**config.mk**
```make
export PLATFORM = sky130hd
export DESIGN_NAME = cla_word_sequencer
export DESIGN_NICKNAME = d
export VERILOG_FILES = /design/src/rtl/cla_pkg.sv /design/src/rtl/cla_slice.sv /design/src/rtl/cla_word_sequencer.sv
export SDC_FILE = /design/constraint.sdc
export NUM_CORES = 1
export LEC_CHECK = 0
export ABC_AREA = 1
export CAP_MARGIN = 40
export CORE_MARGIN = 2
export CORE_UTILIZATION = 40
export DETAILED_ROUTE_END_ITERATION = 12
export RECOVER_POWER = 50
export SLEW_MARGIN = 20
export SYNTH_ARGS = -nofsm -noshare
export SYNTH_HDL_FRONTEND = slang
export SYNTH_SLANG_ARGS = --single-unit
```
**constraint.sdc**
```tcl
create_clock -name clk -period 3.8 [get_ports clk]
set_input_delay 0.76 -clock clk [delete_from_list [all_inputs] [get_ports clk]]
set_output_delay 0.76 -clock clk [all_outputs]
set_load 0.03 [all_outputs]
```
**src/rtl/cla_pkg.sv**
```systemverilog
// Shared definitions for the multi-cycle carry-lookahead word adder.
//   state_t         : sequencer FSM states (IDLE, RUN, DONE)
//   CLA_N_DEFAULT   : default slice width in bits
package cla_pkg;

  typedef enum logic [1:0] {
    IDLE = 2'd0,
    RUN  = 2'd1,
    DONE = 2'd2
  } state_t;

  localparam int CLA_N_DEFAULT = 4;

endpackage : cla_pkg

```
**src/rtl/cla_slice.sv**
```systemverilog
// N-bit combinational carry-lookahead adder slice.
//   a, b  : slice operands
//   cin   : carry into bit 0
//   s     : slice sum
//   cout  : carry out of bit N-1
//   cmsb  : carry into bit N-1 (used for signed-overflow detection)
module cla_slice #(
  parameter int N = cla_pkg::CLA_N_DEFAULT
) (
  input  logic [N-1:0] a,
  input  logic [N-1:0] b,
  input  logic         cin,
  output logic [N-1:0] s,
  output logic         cout,
  output logic         cmsb
);

  logic [N-1:0] g;
  logic [N-1:0] p;
  logic [N:0]   c;

  assign g = a & b;
  assign p = a ^ b;

  // Each carry is built directly as a sum of products over the generate and
  // propagate terms below it, so no carry depends on another carry.
  function automatic logic [N:0] lookahead(input logic [N-1:0] gen,
                                           input logic [N-1:0] prop,
                                           input logic         c0);
    logic [N:0] cc;
    logic       run_p;
    // NOTE: every bit of cc gets a value before any conditional use, so the
    // logic stays purely combinational with no inferred storage.
    cc    = '0;
    cc[0] = c0;
    for (int i = 0; i < N; i++) begin
      run_p = 1'b1;
      for (int j = i; j >= 0; j--) begin
        cc[i+1] = cc[i+1] | (gen[j] & run_p);
        run_p   = run_p & prop[j];
      end
      cc[i+1] = cc[i+1] | (c0 & run_p);
    end
    return cc;
  endfunction

  assign c    = lookahead(g, p, cin);
  assign s    = p ^ c[N-1:0];
  assign cout = c[N];
  assign cmsb = c[N-1];

endmodule : cla_slice

```
**src/rtl/cla_word_sequencer.sv**
```systemverilog
// Multi-cycle W-bit adder (W = N*K) that reuses one N-bit CLA slice K times,
// least-significant slice first, with a carry register between cycles.
//   clk, rst_n            : clock (rising edge), async active-low reset
//   in_valid / in_ready   : operand handshake (in_ready is registered)
//   a, b, cin             : W-bit operands and carry into bit 0
//   out_valid / out_ready : result handshake; result held until consumed
//   sum, cout, ovf        : W-bit sum, carry out of bit W-1, signed overflow
module cla_word_sequencer
  import cla_pkg::*;
#(
  parameter int N = CLA_N_DEFAULT,
  parameter int K = 4
) (
  input  logic           clk,
  input  logic           rst_n,
  input  logic           in_valid,
  output logic           in_ready,
  input  logic [N*K-1:0] a,
  input  logic [N*K-1:0] b,
  input  logic           cin,
  output logic           out_valid,
  input  logic           out_ready,
  output logic [N*K-1:0] sum,
  output logic           cout,
  output logic           ovf
);

  localparam int W  = N * K;
  localparam int IW = (K > 1) ? $clog2(K) : 1;
  localparam logic [IW-1:0] LAST = IW'(K - 1);

  state_t          state;
  logic [W-1:0]    a_reg;
  logic [W-1:0]    b_reg;
  logic            carry;
  logic [IW-1:0]   idx;

  logic [N-1:0]    slice_s;
  logic            slice_cout;
  logic            slice_cmsb;

  cla_slice #(.N(N)) u_slice (
    .a    (a_reg[N-1:0]),
    .b    (b_reg[N-1:0]),
    .cin  (carry),
    .s    (slice_s),
    .cout (slice_cout),
    .cmsb (slice_cmsb)
  );

  // NOTE: all state here is sequential and updated with non-blocking
  // assignments so every register samples pre-edge values consistently.
  always_ff @(posedge clk or negedge rst_n) begin
    if (!rst_n) begin
      state     <= IDLE;
      in_ready  <= 1'b0;
      out_valid <= 1'b0;
      sum       <= '0;
      cout      <= 1'b0;
      ovf       <= 1'b0;
      a_reg     <= '0;
      b_reg     <= '0;
      carry     <= 1'b0;
      idx       <= '0;
    end else begin
      case (state)
        IDLE: begin
          // in_ready is low only on the first cycle out of reset.
          if (!in_ready) begin
            in_ready <= 1'b1;
          end else if (in_valid) begin
            a_reg    <= a;
            b_reg    <= b;
            carry    <= cin;
            idx      <= '0;
            in_ready <= 1'b0;
            state    <= RUN;
          end
        end

        RUN: begin
          sum[idx*N +: N] <= slice_s;
          carry           <= slice_cout;
          a_reg           <= a_reg >> N;
          b_reg           <= b_reg >> N;
          idx             <= idx + IW'(1);
          if (idx == LAST) begin
            // The top slice's carries are the full-width carries.
            cout      <= slice_cout;
            ovf       <= slice_cmsb ^ slice_cout;
            out_valid <= 1'b1;
            state     <= DONE;
          end
        end

        DONE: begin
          if (out_ready) begin
            out_valid <= 1'b0;
            in_ready  <= 1'b1;
            state     <= IDLE;
          end
        end

        default: state <= IDLE;
      endcase
    end
  end

endmodule : cla_word_sequencer

```
**Word-level counts from Yosys, hierarchy flattened**

Index checks and enable logic that the tools add are counted.

- Register bits after elaboration: 57
- Input port bits: 37
- Output and inout port bits: 20
- Word-level logic and storage cells: 85

- Add/sub/neg operators: 2
- Eq/ne operators: 7
- Shifts and indexed selects: 2
- Muxes and demuxes: 25
- Bitwise operators: 30
- Reduce and logical (&&, ||, !) cells: 9

Operators with widths:

| operator | count |
|---|---|
| 16-bit two-way mux | 4 |
| 16-bit case mux with 2 select lines | 2 |
| 4-bit negator with 34-bit output | 1 |
| 4-bit by 34-bit variable shift with 16-bit output, first input constant | 1 |
| 4-bit by 34-bit indexed part select with 16-bit output | 1 |
| 1-bit AND | 16 |
| 16-bit bitwise mux | 1 |
| 2-bit two-way mux | 6 |
| 1-bit bitwise OR | 10 |
| 2-bit != test, second input constant | 4 |
| 4-bit XOR | 2 |
| 1-bit two-way mux | 7 |
| 1-bit case mux with 2 select lines | 3 |
| 2-bit case mux with 3 select lines | 1 |
| 3-bit AND reduction | 2 |
| 2-bit nonzero test | 3 |
| 4-bit AND | 1 |
| 2-bit == test, second input constant | 2 |
| 2-bit case mux with 2 select lines | 1 |
| 2-bit AND reduction | 2 |
| 4-bit AND reduction | 1 |
| 2-bit by 1-bit adder with 2-bit output, second input constant | 1 |
| 2-bit by 1-bit == test with 1-bit output, second input constant | 1 |
| 2-bit zero test | 1 |
| 1-bit XOR | 1 |

**Depth between registers and ports, before layout**

Gate-level depths: netlist of the first run.

- Word-level depth: 8
- Mapped depth: 10

**Modules after synthesis**

From an unflattened synthesis of the first run, not the netlist that was laid out.

- Cells, all modules: 400
- Area total of the unflattened synthesis: 2,991.6 um2

By module, submodules not included:

| module | instances | cells an instance | area each (um2) | seq. area each (um2) |
|---|---|---|---|---|
| cla_word_sequencer | 1 | 369 | 2,797.7 | 1,426.4 |
| cla_slice | 1 | 31 | 193.9 | 0.0 |

**Worst setup path before layout of the first run**

Ideal clock, no wire load.

- Path kind: input -> register
- Start: input port in_valid
- End: register a_reg[0]
- Data arrival time: 1.443 ns
- Slack: 2.263 ns
- Cell stages on the path: 6
- Cell sequence: nand3_4 inv_1 nor2_2 buf_6 buf_6 a221oi_2

- Cells in the longest elaborated chain, start to end: 2

Ends and longest elaborated chain:

| element | RTL line | RTL |
|---|---|---|
| start: declaration | cla_word_sequencer.sv:16 | `input logic in_valid,` |
| 2-bit != test (no line) | - |  |
| 3-bit AND reduction (no line) | - |  |
| end signal: assignment | cla_word_sequencer.sv:84 | `a_reg <= a_reg >> N;` |
| end: declaration | cla_word_sequencer.sv:33 | `logic [W-1:0] a_reg;` |

Every way passes these cells.
A chain may end at the register's enable or synchronous reset.

**Final worst setup path of the first run**

- Start: register state[0]
- End: register a_reg[2]

- Cells in the longest elaborated chain, start to end: 3
- Elaborated cells between the ends (all ways): 7
- Those cells by class: eq/ne (3); mux (1); reduce/logical (3)

Ends and longest elaborated chain:

| element | RTL line | RTL |
|---|---|---|
| start: declaration | cla_word_sequencer.sv:32 | `state_t state;` |
| start signal: assignment | cla_word_sequencer.sv:55 | `state <= IDLE;` |
| start signal: assignment | cla_word_sequencer.sv:77 | `state <= RUN;` |
| start signal: assignment | cla_word_sequencer.sv:92 | `state <= DONE;` |
| 2-bit by 1-bit == test with 1-bit output or 2-bit zero test (tied branches) | cla_word_sequencer.sv:66 | `case (state)` |
| 2-bit nonzero test (no line) or 2-bit != test (tied branches) | - |  |
| 3-bit AND reduction (no line) | - |  |

Several ways; a longest one is shown, not always the timed one.

==> out/metrics.cfg, run 1 <==
[pwr]
worst_ir_drop_vdd_v=0.000301
share_clk_of_total_power_pct=19.6
design_power_total_w=0.00332
combinationalPowerShare_pct=49.6
pwr_density_cell_nw_per_um2=925
cellLeakagePower_nw=1.64
power.share.sequential_pct=30.8
p_sw_w=0.00139
power.internal_w=0.00193
sw_frac_of_total_pct=41.9

[critical_path]
critPathArrivalTime_ns=2.87
rr_startpoint=state[0]
timing.setup.critical_path_class=reg2reg
crit-reg2reg-capture=a_reg[2]
crit_path_start_kind=register
crit_path_max_fanout=53
worst-endpoint-required_ns=4.00
timing.reg2reg.setup_slack_ns=1.13
worst_setup_path_end_kind=register
rr_worst_depth=7

[sta]
tightestPinTransition_ns=1.71
finalWorstPathRequiredPeriod_ns=2.67
fin_setup_tns_ns=0
maxClockFrequency_mhz=374
final.setup.worst_slack_ns=1.13
hold_violations=0
maxSlewHeadroom_pct=-14.0
slew_violations=34
fin_worst_skew_ns=0.00609
unrepaired_setup_endpoints_after_global_routing=false
period_share_pct=70.4
report.final.setup_viol=0

[final_layout]
antenna-diode-count=0
layout-drive-gt1-share_pct=8.47
post_layout_nonfiller_instances=434
areaGrowthSynthToFinish_pct=29.7
seq_area_um2=1430
multi_input_area_um2=1060
layout.nets=398
filler_cell_count_in_the_final_layout=633

[global_routing]
grt_usage_pct=16.9
grt_first_pass_wirelength_um=9850
vias_in_the_first_global_route=2073
antenna_found_initial=0
pin_count_of_the_biggest_net_entering_global_routing=54
globalRouteOverflowTotal=0

[worst_hold_path]
hp-class=reg2reg
number_of_cells_on_the_worst_hold_path=2
min_to=sum[6]
hold_path_startpoint=sum[6]

[placed_design]
count_of_input_and_output_buffers=56
globalplace.congestion=0.775
place.detailed.hpwl_um=4070
detailedPlace.worstSlack_ns=0.895
placedCellCount=419

[yosys]
synthCells=292
ys_ff_latch=57
postSynthNetCount=340
synth-seq-area-share_pct=51.6
synth.yosys.warnings=0
async_flop_share_pct=100
ys_types=29
synth_area_um2=2760
postSynthAreaPerCell_um2=9.46
synth_enable_flop_cells=0
postSynth.topFlopCell=sky130_fd_sc_hd__dfrtp_1

[detailed_routing]
final_routed_drc_violation_total=0
finalWirelength_um=5740
route.detailed.vias_per_inst=4.97
drtAntennaViolNets=0
routed-via-count=2158
firstDrtPassIters=5
routed_wire_length_per_instance_um=13.2
first_iter_violations=101

[floorplanning]
floorplan.core_area_um2=6760
floorplan.io_pins=57
floorplan.initialDensity_pct=40.9
chipHeight_um=87.1
floorplan.die.width_um=87.1
fp.dieArea_um2=7590
fp-row-count=30

[run_status]
violations=capacitance limit, slew limit
outcome=finished with violations

[clock_network]
cts-root-buf=sky130_fd_sc_hd__clkbuf_8
cts.sink_count=57
clk_latency_ns=0.33
clock_buffers_created_by_tritoncts=9
cts_tree=built
ctsHoldBuffers=0
cts_setup_buffers=0
deepest_level_of_the_cts_h_tree=3
clk_pin_slew_worst_paths_ns=0.06
postCtsResizedCells=0
max-clock-path-buffers=2

[flow_run]
cap_viol_max_count=1

kinds of logic (layout without fill, tap and decap cells):
| group | Yosys count | after routing | share of synthesized area [%] |
|---|---|---|---|
| AOI/OAI and AO/OA | 58 | 58 | 16.1 |
| xor gates and xnor gates | 1 | 1 | 0.317 |
| adders and majority gates | 11 | 11 | 5.25 |
| buffers and inverters | 61 | 123 | 9.78 |
| DFF | 57 | 57 | 51.6 |
| and+or+nand+nor | 104 | 104 | 16.9 |
layout make-up:
| cell class | count | share of cell area, % |
|---|---|---|
| Clock buffer | 13 | 4.71 |
| Inverter | 50 | 5.38 |
| Clock inverter | 2 | 1.68 |
| Tap cell | 80 | 2.79 |
| Multi-Input combinational cell | 174 | 29.5 |
| Timing Repair Buffer | 58 | 16.1 |
| Sequential cell | 57 | 39.8 |
how the worst max path moves through the flow:
| stage | slack, ns | to | startpoint | cells after the start |
|---|---|---|---|---|
| global route | 0.83 | a_reg[2] | state[0] | 7 |
| finish | 1.13 | a_reg[2] | state[0] | 7 |
| floorplan | 2.26 | a_reg[0] | in_valid | 6 |
| CTS | 1.24 | b_reg[14] | in_valid | 7 |
| detailed placement | 0.90 | b_reg[14] | in_valid | 7 |
| global placement | 0.47 | b_reg[3] | in_valid | 7 |
cell usage in the layout (no fill, tap or decap), types with 2 or more instances in the layout:
cell type,netlist,layout
sky130_fd_sc_hd__a211oi_1,6,6
sky130_fd_sc_hd__a21oi_1,2,2
sky130_fd_sc_hd__a221oi_1,9,9
sky130_fd_sc_hd__a221oi_2,9,9
sky130_fd_sc_hd__a22o_1,2,2
sky130_fd_sc_hd__bufinv_16,0,2
sky130_fd_sc_hd__clkbuf_1,2,2
sky130_fd_sc_hd__clkbuf_8,0,12
sky130_fd_sc_hd__clkdlybuf4s50_1,0,55
sky130_fd_sc_hd__dfrtp_1,57,57
sky130_fd_sc_hd__ha_1,10,10
sky130_fd_sc_hd__inv_1,48,48
sky130_fd_sc_hd__nand2_1,47,48
sky130_fd_sc_hd__nand3_1,7,7
sky130_fd_sc_hd__nand4_1,2,2
sky130_fd_sc_hd__nor2_1,17,17
sky130_fd_sc_hd__nor2_2,2,2
sky130_fd_sc_hd__nor3_1,26,26
sky130_fd_sc_hd__o21ai_0,26,26
cells in the mapped netlist (2+ instances only):
cell type	count	area, um2
sky130_fd_sc_hd__nand2_1	47	176
sky130_fd_sc_hd__clkbuf_1	2	7.51
sky130_fd_sc_hd__a21oi_1	2	10.0
sky130_fd_sc_hd__buf_2	5	25.0
sky130_fd_sc_hd__dfrtp_1	57	1430
sky130_fd_sc_hd__inv_1	48	180
sky130_fd_sc_hd__a22o_1	2	17.5
sky130_fd_sc_hd__a211oi_1	6	45.0
sky130_fd_sc_hd__a221oi_2	9	135
sky130_fd_sc_hd__nand4_1	2	12.5
sky130_fd_sc_hd__nand3_1	7	35.0
sky130_fd_sc_hd__nor2_1	17	63.8
sky130_fd_sc_hd__a221oi_1	9	78.8
sky130_fd_sc_hd__nor2_2	2	12.5
sky130_fd_sc_hd__buf_6	4	45.0
sky130_fd_sc_hd__nor3_1	26	130
sky130_fd_sc_hd__ha_1	10	125
sky130_fd_sc_hd__o21ai_0	26	130
critical path, stage by stage (launching register included):
cell                       delay [ns]
sky130_fd_sc_hd__dfrtp_1         0.43
sky130_fd_sc_hd__nand2_1         0.38
sky130_fd_sc_hd__clkinv_4        0.44
sky130_fd_sc_hd__nor2_2          0.56
sky130_fd_sc_hd__buf_8           0.22
sky130_fd_sc_hd__inv_1           0.25
sky130_fd_sc_hd__nor2_1          0.19
sky130_fd_sc_hd__a211oi_1        0.06
metrics by stage:
step / area, um2 / hold WS, ns / utilization (%)
after floorplan: 2760 / 0.464 / -
after global placement: 3350 / 0.468 / 49.6
after detailed placement: 3360 / 0.470 / 49.8
after CTS: 3590 / 0.487 / 53.2
after global routing: 3580 / 0.504 / 53.0
final: 3580 / 0.482 / 53.0
layer usage:
| metal | vias up | track usage, % | share of wire [%] |
|---|---|---|---|
| met3 | 10 | 4.27 | 4.6 |
| met2 | 58 | 25.5 | 44 |
| met5 | - | 0 | 0 |
| li1 | 1095 | - | - |
| met1 | 995 | 23.3 | 49 |
| met4 | 0 | 7.13 | 1.8 |
power by group through the flow:
stage	Combinational (W)	Sequential (W)	Clock, W
floorplan	0.00106	0.00119	0
global placement	0.00162	0.00103	0
detailed placement	0.00166	0.00104	0
CTS	0.00166	0.00103	0.000663
global route	0.00185	0.00105	0.000698
finish	0.00165	0.00102	0.000650
(Power assumes the default switching activity.)
==> inputs of run 2 (changes only) <==
PLACE_DENSITY = 0.67   (was not set)
clock period = 2.35 ns   (was 3.8 ns; I/O delays follow)
==> out/metrics.cfg, run 2 (synthesis gave the netlist of run 1 again) <==
[run_status]
outcome=finished clean

[detailed_routing]
drtAntennaViolNets=0
routed_wire_length_per_instance_um=13.4
routedLengthMet1_um=2840
finalWirelength_um=5830
route.detailed.vias_per_inst=4.99
wire_length_on_met2_um=2580
route.met3.wl_um=225
routed-via-count=2164
firstDrtPassIters=4
final_routed_drc_violation_total=0
first_iter_violations=151
dr.max_layer_used=met4

[global_routing]
pin_count_of_the_biggest_net_entering_global_routing=33
globalRouteOverflowTotal=0
grt_first_pass_wirelength_um=10100
antenna_found_initial=0
vias_in_the_first_global_route=2156
grt_usage_pct=17.6

[final_layout]
layout_commonest_cell=sky130_fd_sc_hd__dfrtp_1
filler_cell_count_in_the_final_layout=615
layout.cell_area.non_filler_um2=3520
areaGrowthSynthToFinish_pct=27.5
final_cell_mix=57 x sky130_fd_sc_hd__dfrtp_1, 55 x sky130_fd_sc_hd__clkdlybuf4s50_1, 48 x sky130_fd_sc_hd__inv_1, 48 x sky130_fd_sc_hd__nand2_1
antenna-diode-count=0
layout-drive-gt1-share_pct=7.34
layout.nets=400

[pwr]
p_sw_w=0.00222
worst_ir_drop_vdd_v=0.000444
power.share.sequential_pct=32.4
cellLeakagePower_nw=1.62
combinationalPowerShare_pct=51.8
pwr_density_cell_nw_per_um2=1450
sw_frac_of_total_pct=43.5
share_clk_of_total_power_pct=15.8
power.internal_w=0.00288

[clock_network]
clk_latency_ns=0.34
max-clock-path-buffers=2
cts_setup_buffers=0
cts_tree=built
postCtsResizedCells=0
cts.sink_count=57
clock_buffers_created_by_tritoncts=9
deepest_level_of_the_cts_h_tree=3
cts-root-buf=sky130_fd_sc_hd__clkbuf_8
clk_pin_slew_worst_paths_ns=0.06
ctsHoldBuffers=0

[floorplanning]
chipHeight_um=87.1
fp.dieArea_um2=7590
floorplan.initialDensity_pct=40.9
floorplan.io_pins=57
fp-row-count=30
floorplan.core_area_um2=6760
floorplan.die.width_um=87.1

[critical_path]
worst-path-buf-inv=1
critPathArrivalTime_ns=1.44
crit_path_start_kind=register
timing.critical_path.slowest_stage_cell=sky130_fd_sc_hd__clkdlybuf4s50_1
worstPathCellList=clkdlybuf4s50_1
worst_path_largest_cell_delay_ns=0.70
timing.setup.critical_path_class=reg2out
path_delay_family=buffers and inverters
rr_startpoint=state[0]
crit_path_max_fanout=3
crit_path_start=in_ready
worst_setup_path_end_kind=primary output
worst-endpoint-required_ns=1.88

[placed_design]
globalplace.congestion=0.819
dpl_cell_area_um2=3380
place.detailed.hpwl_um=4190
detailedPlace.worstSlack_ns=0.414
count_of_input_and_output_buffers=56

[sta]
maxSlewHeadroom_pct=4.74
fin_worst_skew_ns=0.00679
tightestPinTransition_ns=1.43
maxClockFrequency_mhz=523
finalWorstPathRequiredPeriod_ns=1.91
period_share_pct=81.3
hold_violations=0
fin_setup_tns_ns=0
slew_violations=0
unrepaired_setup_endpoints_after_global_routing=false
final.setup.worst_slack_ns=0.439
report.final.setup_viol=0

[flow_run]
cap_viol_max_count=0

[worst_hold_path]
hp-class=in2async

-- run 2: cell count changes in the layout (fill, tap and decap cells not counted) --
cell	before	now
sky130_fd_sc_hd__buf_8	1	0
sky130_fd_sc_hd__a221oi_1	9	12
sky130_fd_sc_hd__bufinv_16	2	0
sky130_fd_sc_hd__buf_12	0	1
sky130_fd_sc_hd__a221oi_2	9	6
sky130_fd_sc_hd__buf_4	1	3
sky130_fd_sc_hd__nor2_1	17	18
sky130_fd_sc_hd__nor2_2	2	1
-- run 2: routing by layer --
metal	global-route usage, %	vias to the layer above
li1	-	1097
met1	24.7	992
met2	24.8	58
met3	3.70	17
met4	10.8	0
met5	0	-
-- run 2: cell type report --
cell class                      instances  area [um2]  area share, %
Sequential cell                        57        1430           40.5
Inverter                               50         193           5.47
Clock buffer                           13         169           4.80
Tap cell                               80         100           2.84
Timing Repair Buffer                   60         597           16.9
Multi-Input combinational cell        174        1040           29.4
-- run 2: worst paths after layout --
kind,end,slack (ns),cells after the start
setup reg to reg,b_reg[1],0.46,5
hold / removal,idx[0],0.46,1
max in group asynchronous,sum[3],1.05,1
hold reg to reg,cout,0.49,2
setup / recovery,in_ready,0.44,1
min in group clk,cout,0.49,2
-- run 2: metrics by stage --
| stage | utilization [%] | total power (W) | hold slack, ns | std cells |
|---|---|---|---|---|
| after floorplan | - | 0.00365 | 0.174 | 292 |
| after global placement | 50.1 | 0.00432 | 0.472 | 421 |
| after detailed placement | 50.1 | 0.00439 | 0.480 | 421 |
| after CTS | 52.6 | 0.00521 | 0.152 | 434 |
| after global routing | 52.1 | 0.00553 | 0.505 | 434 |
| final | 52.1 | 0.00510 | 0.458 | 434 |
-- run 2: power by group through the flow --
stage	clock network [W]	registers (W)	logic [W]
floorplan	0	0.00192	0.00172
finish	0.000807	0.00165	0.00264
CTS	0.000831	0.00167	0.00271
global placement	0	0.00167	0.00265
detailed placement	0	0.00168	0.00270
global route	0.000875	0.00171	0.00294
==> inputs of run 3 (changes only) <==
PLACE_DENSITY = not set   (was 0.67)
clock period = 1.88 ns   (was 2.35 ns; I/O delays follow)
==> out/metrics.cfg, run 3 (synthesis gave the netlist of run 1 again) <==
[pwr]
design_power_total_w=0.00668
cellLeakagePower_nw=1.65
worst_ir_drop_vdd_v=0.000703
pwr_density_cell_nw_per_um2=1850

[floorplanning]
fp-row-count=30
fp.dieArea_um2=7590
floorplan.die.width_um=87.1
chipHeight_um=87.1
floorplan.io_pins=57
floorplan.core_area_um2=6760
floorplan.initialDensity_pct=40.9

[sta]
maxSlewHeadroom_pct=9.66
unrepaired_setup_endpoints_after_global_routing=false
finalWorstPathRequiredPeriod_ns=1.81
timing.hold.ws_ns=0.444
hold_violations=0
fin_worst_skew_ns=0.00633
period_share_pct=96.3
maxClockFrequency_mhz=553
slew_violations=0
tightestPinTransition_ns=1.36
fin_setup_tns_ns=0
report.final.setup_viol=0

[detailed_routing]
route.met3.wl_um=256
routedLengthMet1_um=2800
firstDrtPassIters=4
route.detailed.vias_per_inst=4.88
wire_length_on_met2_um=2610
final_routed_drc_violation_total=0
routed-via-count=2149
drtAntennaViolNets=0
finalWirelength_um=5720
first_iter_violations=110
dr.max_layer_used=met4
routed_wire_length_per_instance_um=13.0

[placed_design]
dpl_cell_area_um2=3440
placedCellCount=424
globalplace.congestion=0.840
count_of_input_and_output_buffers=56
place.detailed.hpwl_um=4060

[global_routing]
grt_first_pass_wirelength_um=10300
antenna_found_initial=0
vias_in_the_first_global_route=2147
globalRouteOverflowTotal=0
grt_usage_pct=17.5
pin_count_of_the_biggest_net_entering_global_routing=58

[clock_network]
deepest_level_of_the_cts_h_tree=3
clock_buffers_created_by_tritoncts=9
cts-root-buf=sky130_fd_sc_hd__clkbuf_8
cts.sink_count=57
cts_tree=built
clk_pin_slew_worst_paths_ns=0.06
cts_setup_buffers=0
max-clock-path-buffers=2
clk_latency_ns=0.32

[critical_path]
worstPathCellList=clkdlybuf4s50_1
crit_path_max_fanout=3
timing.setup.critical_path_class=reg2out
crit_path_start=in_ready
critical_path_depth=1
worst_setup_path_end_kind=primary output
worst-path-buf-inv=1
rr_startpoint=a_reg[1]
crit_path_start_kind=register
worst-endpoint-required_ns=1.50
critPathArrivalTime_ns=1.43
worst_path_largest_cell_delay_ns=0.70
timing.critical_path.slowest_stage_cell=sky130_fd_sc_hd__clkdlybuf4s50_1
timing.reg2reg.setup_slack_ns=0.19
rr_worst_depth=8
crit-reg2reg-capture=sum[6]
path_delay_family=buffers and inverters

[flow_run]
cap_viol_max_count=0

[final_layout]
final_cell_mix=57 x sky130_fd_sc_hd__dfrtp_1, 55 x sky130_fd_sc_hd__clkdlybuf4s50_1, 48 x sky130_fd_sc_hd__inv_1
post_layout_nonfiller_instances=440
filler_cell_count_in_the_final_layout=648
antenna-diode-count=0
layout-drive-gt1-share_pct=9.44
layout.nets=403
areaGrowthSynthToFinish_pct=30.7
layout.cell_area.non_filler_um2=3610
layout_commonest_cell=sky130_fd_sc_hd__dfrtp_1

[worst_hold_path]
hp-class=in2async

[run_status]
outcome=finished clean

[run 3: changes by cell type in the layout (fill, tap and decap cells not counted), moves of 2 or more]
| cell | delta |
|---|---|
| sky130_fd_sc_hd__clkbuf_8 | -2 |
| sky130_fd_sc_hd__clkbuf_1 | +3 |
| sky130_fd_sc_hd__buf_12 | +2 |
| sky130_fd_sc_hd__clkinv_2 | +2 |
| sky130_fd_sc_hd__a221oi_1 | -3 |
| sky130_fd_sc_hd__buf_4 | -2 |
| sky130_fd_sc_hd__a221oi_2 | +3 |
[run 3: timing repair]
action | CTS | global route
gates resized for setup | 0 | 1
endpoints found under the setup margin | 0 | 2
hold buffers | 0 | 0
[run 3: report_power, final]
group | total, W | leakage [nW] | switching, W | internal, W
Sequential | 0.00205 | 0.710 | 0.000256 | 0.00179
Combinational | 0.00353 | 0.844 | 0.00213 | 0.00140
Clock | 0.00110 | 0.0974 | 0.000454 | 0.000645
[run 3: final cells by class]
| type | instances | area (um2) | area share, % |
|---|---|---|---|
| Clock buffer | 13 | 149 | 4.12 |
| Clock inverter | 3 | 40.0 | 1.11 |
| Inverter | 50 | 193 | 5.34 |
| Multi-Input combinational cell | 174 | 1070 | 29.5 |
| Sequential cell | 57 | 1430 | 39.5 |
| Tap cell | 80 | 100 | 2.77 |
| Timing Repair Buffer | 63 | 636 | 17.6 |
[run 3: worst max-delay path by stage]
stage                          end  slack (ns)
after floorplan             sum[5]        0.35
after global placement    b_reg[2]        0.16
after detailed placement  a_reg[3]        0.13
after CTS                 in_ready        0.05
after global routing        sum[7]       0.002
final                     in_ready        0.07
[run 3: routing by layer]
metal	vias to the layer above	GRT usage, %
met3	6	5.21
li1	1106	-
met5	-	0
met2	52	27.3
met4	0	5.87
met1	985	23.5
[run 3: through the flow]
step	utilization [%]	setup slack (ns)
2_1_floorplan	-	0.345
3_3_place_gp	51.0	0.162
3_5_place_dp	51.0	0.130
4_1_cts	53.8	0.0475
5_1_grt	53.4	0.00220
6_report	53.4	0.0700
